<file path="src/rtl/mchan_ipa_pkg.sv">
// Shared MCHAN IPA command definitions: field order of the packed command word
// (MSB->LSB: sid, twd_add, ble, ile, ele, twd, inc, opc, len, tcdm_add, ext_add).
package mchan_ipa_pkg;

  localparam int unsigned CMD_FLAG_NUM = 5;

  // Default-configuration view of the packed command word.
  typedef struct packed {
    logic [0:0]  sid;
    logic [0:0]  twd_add;
    logic        ble;
    logic        ile;
    logic        ele;
    logic        twd;
    logic        inc;
    logic [0:0]  opc;
    logic [4:0]  len;
    logic [15:0] tcdm_add;
    logic [31:0] ext_add;
  } mchan_cmd_t;

  function automatic int unsigned cmd_pkt_width(
    input int unsigned len_w,
    input int unsigned tcdm_w,
    input int unsigned ext_w,
    input int unsigned opc_w,
    input int unsigned twd_add_w,
    input int unsigned sid_w
  );
    return sid_w + twd_add_w + CMD_FLAG_NUM + opc_w + len_w + tcdm_w + ext_w;
  endfunction

endpackage

</file>
<file path="src/rtl/trans_fifo_ipa.sv">
// Synchronous FIFO with registered occupancy count; storage is not reset.
module trans_fifo_ipa
  import mchan_ipa_pkg::*;
#(
  parameter int unsigned DATA_WIDTH = 8,
  parameter int unsigned DEPTH      = 2
) (
  input  logic                  clk_i,
  input  logic                  rst_ni,
  input  logic                  push_i,
  input  logic                  pop_i,
  input  logic [DATA_WIDTH-1:0] data_i,
  output logic [DATA_WIDTH-1:0] data_o,
  output logic                  full_o,
  output logic                  empty_o
);

  localparam int unsigned AW = $clog2(DEPTH);
  localparam int unsigned CW = AW + 1;

  logic [AW-1:0]         wr_ptr_q, wr_ptr_d, rd_ptr_q, rd_ptr_d;
  logic [CW-1:0]         cnt_q, cnt_d;
  logic [DATA_WIDTH-1:0] mem_q [DEPTH];
  logic                  do_push, do_pop;

  assign full_o  = (cnt_q == CW'(DEPTH));
  assign empty_o = (cnt_q == '0);
  assign do_push = push_i & ~full_o;
  assign do_pop  = pop_i & ~empty_o;
  assign data_o  = mem_q[rd_ptr_q];

  // Pointers wrap naturally because DEPTH is a power of two.
  always_comb begin
    wr_ptr_d = wr_ptr_q;
    rd_ptr_d = rd_ptr_q;
    cnt_d    = cnt_q;
    if (do_push) wr_ptr_d = wr_ptr_q + 1'b1;
    if (do_pop)  rd_ptr_d = rd_ptr_q + 1'b1;
    case ({do_push, do_pop})
      2'b10:   cnt_d = cnt_q + 1'b1;
      2'b01:   cnt_d = cnt_q - 1'b1;
      default: cnt_d = cnt_q;
    endcase
  end

  always_ff @(posedge clk_i or negedge rst_ni) begin
    if (!rst_ni) begin
      wr_ptr_q <= '0;
      rd_ptr_q <= '0;
      cnt_q    <= '0;
    end else begin
      wr_ptr_q <= wr_ptr_d;
      rd_ptr_q <= rd_ptr_d;
      cnt_q    <= cnt_d;
    end
  end

  always_ff @(posedge clk_i) begin
    if (do_push) mem_q[wr_ptr_q] <= data_i;
  end

endmodule

</file>
<file path="src/rtl/trans_demux_wrap_ipa.sv">
// Routes the arbitrated transfer-command stream to per-core command ports,
// each buffered by its own FIFO.
module trans_demux_wrap_ipa
  import mchan_ipa_pkg::*;
#(
  parameter int NB_CORES            = 2,
  parameter int MCHAN_LEN_WIDTH     = 5,
  parameter int TCDM_ADD_WIDTH      = 16,
  parameter int EXT_ADD_WIDTH       = 32,
  parameter int MCHAN_OPC_WIDTH     = 1,
  parameter int TWD_QUEUE_ADD_WIDTH = 1,
  parameter int TRANS_SID_WIDTH     = 1,
  parameter int TRANS_CID_WIDTH     = $clog2(NB_CORES),
  parameter int FIFO_DEPTH          = 2
) (
  input  logic                           clk_i,
  input  logic                           rst_ni,
  input  logic                           req_i,
  output logic                           gnt_o,
  input  logic [TRANS_CID_WIDTH-1:0]     cid_i,
  input  logic [EXT_ADD_WIDTH-1:0]       ext_add_i,
  input  logic [TCDM_ADD_WIDTH-1:0]      tcdm_add_i,
  input  logic [MCHAN_LEN_WIDTH-1:0]     len_i,
  input  logic [MCHAN_OPC_WIDTH-1:0]     opc_i,
  input  logic [TWD_QUEUE_ADD_WIDTH-1:0] twd_add_i,
  input  logic [TRANS_SID_WIDTH-1:0]     sid_i,
  input  logic                           inc_i,
  input  logic                           twd_i,
  input  logic                           ele_i,
  input  logic                           ile_i,
  input  logic                           ble_i,
  output logic [NB_CORES-1:0]            req_o,
  input  logic [NB_CORES-1:0]            gnt_i,
  output logic [EXT_ADD_WIDTH-1:0]       ext_add_o  [NB_CORES],
  output logic [TCDM_ADD_WIDTH-1:0]      tcdm_add_o [NB_CORES],
  output logic [MCHAN_LEN_WIDTH-1:0]     len_o      [NB_CORES],
  output logic [MCHAN_OPC_WIDTH-1:0]     opc_o      [NB_CORES],
  output logic [TWD_QUEUE_ADD_WIDTH-1:0] twd_add_o  [NB_CORES],
  output logic [TRANS_SID_WIDTH-1:0]     sid_o      [NB_CORES],
  output logic                           inc_o      [NB_CORES],
  output logic                           twd_o      [NB_CORES],
  output logic                           ele_o      [NB_CORES],
  output logic                           ile_o      [NB_CORES],
  output logic                           ble_o      [NB_CORES],
  output logic                           err_o
);

  localparam int unsigned PKT_WIDTH = cmd_pkt_width(MCHAN_LEN_WIDTH, TCDM_ADD_WIDTH, EXT_ADD_WIDTH,
                                                    MCHAN_OPC_WIDTH, TWD_QUEUE_ADD_WIDTH, TRANS_SID_WIDTH);

  logic [PKT_WIDTH-1:0] pkt_in;
  logic [PKT_WIDTH-1:0] pkt_out [NB_CORES];
  logic [NB_CORES-1:0]  sel, full, empty, push;
  logic                 cid_valid, full_sel;
  logic                 err_q, err_d;

  assign pkt_in = {sid_i, twd_add_i, ble_i, ile_i, ele_i, twd_i, inc_i, opc_i, len_i, tcdm_add_i, ext_add_i};

  // An out-of-range cid decodes to no select bit; it is granted and dropped.
  always_comb begin
    sel = '0;
    for (int unsigned k = 0; k < NB_CORES; k++) begin
      sel[k] = (cid_i == TRANS_CID_WIDTH'(k));
    end
    cid_valid = |sel;
    full_sel  = |(full & sel);
    gnt_o     = req_i & (~cid_valid | ~full_sel);
    push      = sel & {NB_CORES{req_i & gnt_o}};
    err_d     = req_i & ~cid_valid;
  end

  always_ff @(posedge clk_i or negedge rst_ni) begin
    if (!rst_ni) err_q <= 1'b0;
    else         err_q <= err_d;
  end

  assign err_o = err_q;

  for (genvar k = 0; k < NB_CORES; k++) begin : g_core
    trans_fifo_ipa #(
      .DATA_WIDTH(PKT_WIDTH),
      .DEPTH     (FIFO_DEPTH)
    ) u_fifo (
      .clk_i  (clk_i),
      .rst_ni (rst_ni),
      .push_i (push[k]),
      .pop_i  (gnt_i[k]),
      .data_i (pkt_in),
      .data_o (pkt_out[k]),
      .full_o (full[k]),
      .empty_o(empty[k])
    );

    assign req_o[k] = ~empty[k];
    assign {sid_o[k], twd_add_o[k], ble_o[k], ile_o[k], ele_o[k], twd_o[k], inc_o[k],
            opc_o[k], len_o[k], tcdm_add_o[k], ext_add_o[k]} = pkt_out[k];
  end

endmodule

</file>
<file path="config.mk">
export PLATFORM = sky130hd
export DESIGN_NAME = trans_demux_wrap_ipa
export DESIGN_NICKNAME = d
export VERILOG_FILES = /design/src/rtl/mchan_ipa_pkg.sv /design/src/rtl/trans_fifo_ipa.sv /design/src/rtl/trans_demux_wrap_ipa.sv
export SDC_FILE = /design/constraint.sdc
export NUM_CORES = 1
export LEC_CHECK = 0
export CORE_MARGIN = 2
export CORE_UTILIZATION = 50
export DETAILED_ROUTE_END_ITERATION = 7
export PLACE_DENSITY = 0.75
export SLEW_MARGIN = 30
export SYNTH_ARGS = -nofsm -noshare
export SYNTH_HDL_FRONTEND = slang
export SYNTH_SLANG_ARGS = --single-unit
</file>
<file path="constraint.sdc">
create_clock -name clk_i -period 11.2 [get_ports clk_i]
set_clock_uncertainty 0.15 [all_clocks]
set_input_delay 1.12 -clock clk_i [delete_from_list [all_inputs] [get_ports clk_i]]
set_output_delay 1.12 -clock clk_i [all_outputs]
set_load 0.005 [all_outputs]
</file>
==> impl_metrics.xml <==
<?xml version="1.0" encoding="UTF-8"?>
<metrics>
  <group name="routing">
    <metric name="drtPass1Iterations" unit="">4</metric>
    <metric name="ant_nets" unit="">0</metric>
    <metric name="detailed_router_s_first_iteration_violation_count" unit="">196</metric>
    <metric name="via_count" unit="">4497</metric>
    <metric name="residual_drc_count" unit="">0</metric>
    <metric name="drt-wirelength-per-cell" unit="um">19.6</metric>
    <metric name="route.final.wire_length" unit="um">17900</metric>
    <metric name="post_drt_via_cell_ratio" unit="">4.91</metric>
  </group>
  <group name="timing">
    <metric name="post-route-period-util" unit="%">36.8</metric>
    <metric name="setup_tns" unit="ns">0</metric>
    <metric name="worst-slew-pin-transition" unit="ns">0.686</metric>
    <metric name="clock.fmax" unit="GHz">0.243</metric>
    <metric name="max_slew_margin" unit="%">54.2</metric>
    <metric name="finalMaxSlewViolations" unit="">0</metric>
    <metric name="final_period_minus_worst_setup_slack" unit="ns">4.12</metric>
    <metric name="rsz_0062_raised_after_global_routing" unit="">no</metric>
    <metric name="final_hold_viol_count" unit="">0</metric>
    <metric name="finalSetupViolations" unit="">0</metric>
  </group>
  <group name="worst_setup_path">
    <metric name="worst_ep_required_time" unit="ns">9.93</metric>
    <metric name="critical_path_cell_sequence" unit="">buf_4 -&gt; mux2_2 -&gt; clkdlybuf4s50_1</metric>
    <metric name="regToRegEndpoint" unit="">g_core[1].u_fifo.mem_q[0][17]</metric>
    <metric name="startpoint_type" unit="">flip-flop</metric>
    <metric name="regToRegStartpoint" unit="">g_core[1].u_fifo.cnt_q[0]</metric>
    <metric name="cp_max_fo" unit="">32</metric>
    <metric name="setup.worst_path.class" unit="">reg -&gt; out</metric>
    <metric name="critical_path_arrival" unit="ns">2.85</metric>
    <metric name="timing.critical_path.to_type" unit="">primary output</metric>
    <metric name="reg2reg_slack" unit="ns">8.67</metric>
    <metric name="r2r_cells" unit="">4</metric>
    <metric name="crit_path_max_incr_delay" unit="ns">0.82</metric>
    <metric name="critical-path-slowest-cell" unit="">dfrtp_4</metric>
  </group>
  <group name="power">
    <metric name="power_per_cell_area" unit="nW/um^2">237</metric>
    <metric name="worst_ir_drop_vdd" unit="V">0.000155</metric>
    <metric name="leakagePower" unit="nW">4.61</metric>
  </group>
  <group name="hold_path">
    <metric name="hp-start" unit="">g_core[0].u_fifo.cnt_q[1]</metric>
    <metric name="holdCritPathClass" unit="">reg -&gt; reg</metric>
    <metric name="hold-path-cell-count" unit="">1</metric>
    <metric name="worstHoldEndpoint" unit="">g_core[0].u_fifo.cnt_q[1]</metric>
  </group>
  <group name="cts">
    <metric name="cts_hold_buf" unit="">0</metric>
    <metric name="cts_root_buffer" unit="">clkbuf_16</metric>
    <metric name="cts_max_level" unit="">1</metric>
    <metric name="clock_sinks" unit="">252</metric>
    <metric name="cts_setup_buffers" unit="">0</metric>
    <metric name="clk_transition_reported_paths" unit="ns">0.06</metric>
    <metric name="cts_inserted_buffers" unit="">26</metric>
    <metric name="max-clock-path-buffers" unit="">3</metric>
    <metric name="ctsResizeCount" unit="">0</metric>
    <metric name="worstSkewPairLatency" unit="ns">0.51</metric>
    <metric name="cts_tree" unit="">built</metric>
  </group>
  <group name="finish">
    <metric name="final_common_cell" unit="">edfxtp_1</metric>
    <metric name="share_of_final_layout_standard_cells_stronger_than_drive_strength_1" unit="%">27.1</metric>
    <metric name="layout_area_overhead" unit="%">30.8</metric>
    <metric name="most-common-layout-cells" unit="">edfxtp_1, clkdlybuf4s50_1, mux2_4</metric>
    <metric name="antenna-diode-count" unit="">0</metric>
    <metric name="final_cells" unit="">915</metric>
    <metric name="utilization" unit="%">66.0</metric>
    <metric name="nNetsFinal" unit="">699</metric>
  </group>
  <group name="place">
    <metric name="placement.io_buffers" unit="">191</metric>
    <metric name="place_inst" unit="">867</metric>
    <metric name="dpl.hpwl" unit="um">11100</metric>
    <metric name="place.gp.congestion" unit="">0.733</metric>
  </group>
  <group name="grt">
    <metric name="first_global_vias" unit="">4838</metric>
    <metric name="overflow" unit="">0</metric>
    <metric name="global_route_wire_length_before_repair" unit="um">26700</metric>
    <metric name="gr-usage-all-layers" unit="%">17.0</metric>
    <metric name="antenna_found_initial" unit="">0</metric>
    <metric name="grt_max_degree" unit="">44</metric>
  </group>
  <group name="synthesis">
    <metric name="synthesis.nets" unit="">489</metric>
    <metric name="synth-main-ff-cell" unit="">edfxtp_1</metric>
    <metric name="ys_seq_area_share" unit="%">77.4</metric>
    <metric name="postSynth.asyncResetShare" unit="%">3.17</metric>
    <metric name="synth-edff-count" unit="">244</metric>
    <metric name="yosysUniqueCellTypes" unit="">19</metric>
    <metric name="ys.warnings.count" unit="">0</metric>
    <metric name="syn_area_per_cell" unit="sq um">23.2</metric>
    <metric name="syn-instance-count" unit="">420</metric>
    <metric name="synthesis.area" unit="sq um">9730</metric>
    <metric name="synth.ff_latch_count" unit="">252</metric>
  </group>
  <group name="flow_run">
    <metric name="timing.max_cap.violations" unit="">0</metric>
  </group>
  <group name="floorplanning">
    <metric name="start_util" unit="%">50.5</metric>
    <metric name="rows" unit="">51</metric>
    <metric name="floorplan.die_area" unit="sq um">20600</metric>
    <metric name="core" unit="sq um">19300</metric>
    <metric name="floorplan.die.height" unit="um">143</metric>
    <metric name="boundaryPins" unit="">193</metric>
    <metric name="chipWidth" unit="um">143</metric>
  </group>
  <group name="status">
    <metric name="run_status" unit="">completed</metric>
  </group>
</metrics>
flip-flops by register name (all words and copies together) (netlist names):
name and count:
g_core.u_fifo.cnt_q 4, g_core.u_fifo.mem_q 244, g_core.u_fifo.rd_ptr_q 2, g_core.u_fifo.wr_ptr_q 2
cells in the mapped netlist (2+ instances only):
library cell  count  area [sq um]
nand2b_1          2          12.5
xnor2_1           6          52.6
nor2_1            6          22.5
mux2_2            4          45.0
inv_1             2          7.51
dfrtp_1           8           200
buf_4             3          22.5
xor2_1            4          35.0
buf_6            12           135
mux2_4          118          1770
ha_1              2          25.0
or2_1             2          12.5
edfxtp_1        244          7330
and2_4            2          17.5
layout make-up:
cell class,instances,area (sq um)
Clock inverter,15,131
Fill cell,1315,6540
Sequential cell,252,7530
Timing Repair Buffer,197,1960
Inverter,2,7.51
Clock buffer,33,698
Multi-Input combinational cell,151,2070
Tap cell,265,332
layer usage:
metal | track usage, % | wire length, um | vias to the layer above
met4 | 4.33 | 251 | 0
met1 | 21.7 | 7400 | 2260
li1 | - | - | 2068
met5 | 0 | 0 | -
met3 | 3.83 | 1190 | 19
met2 | 29.7 | 9060 | 150
worst max path at each step:
stage / start / endpoint / slack [ns] / depth (start not counted)
final: g_core[0].u_fifo.rd_ptr_q / ext_add_o[32] / 7.08 / 3
after global routing: g_core[0].u_fifo.rd_ptr_q / ext_add_o[32] / 6.96 / 3
after CTS: g_core[0].u_fifo.rd_ptr_q / ext_add_o[32] / 6.99 / 3
after detailed placement: req_i / g_core[1].u_fifo.mem_q[1][11] / 7.48 / 4
after global placement: req_i / g_core[1].u_fifo.mem_q[0][18] / 7.53 / 4
after floorplan: cid_i / g_core[0].u_fifo.mem_q[0][0] / 6.64 / 2
worst max-delay path, delay by kind of cell (launching register included):
family / cells / cell delay, ns
buffers and inverters: 2 / 1.08
DFF: 1 / 0.82
muxes: 1 / 0.42
cells by family after synthesis:
| family | share of synthesized area, % |
|---|---|
| multiplexers | 18.7 |
| XOR/XNOR | 0.900 |
| adder cells (fa/ha/maj) | 0.257 |
| buffers and inverters | 1.70 |
| flip-flops | 77.4 |
| AO/OA/AOI/OAI | 0.103 |
| AND/OR/NAND/NOR | 0.965 |
| other | 0.0385 |
power by group:
group          total, W  switching (W)  internal (W)
clock network  0.000821       0.000333      0.000488
logic          0.000915       0.000318      0.000598
registers       0.00128       0.000103       0.00118
total           0.00302       0.000755       0.00226
per-stage QoR:
stage	instance area (sq um)	hold WS (ns)	total power [W]	setup slack, ns
floorplan	9730	0.306	0.00180	6.64
global placement	11900	0.326	0.00221	7.53
detailed placement	11900	0.345	0.00223	7.48
CTS	12700	0.359	0.00306	6.99
global route	12700	0.390	0.00315	6.96
finish	12700	0.361	0.00302	7.08
Power figures use the tool's default switching activity.
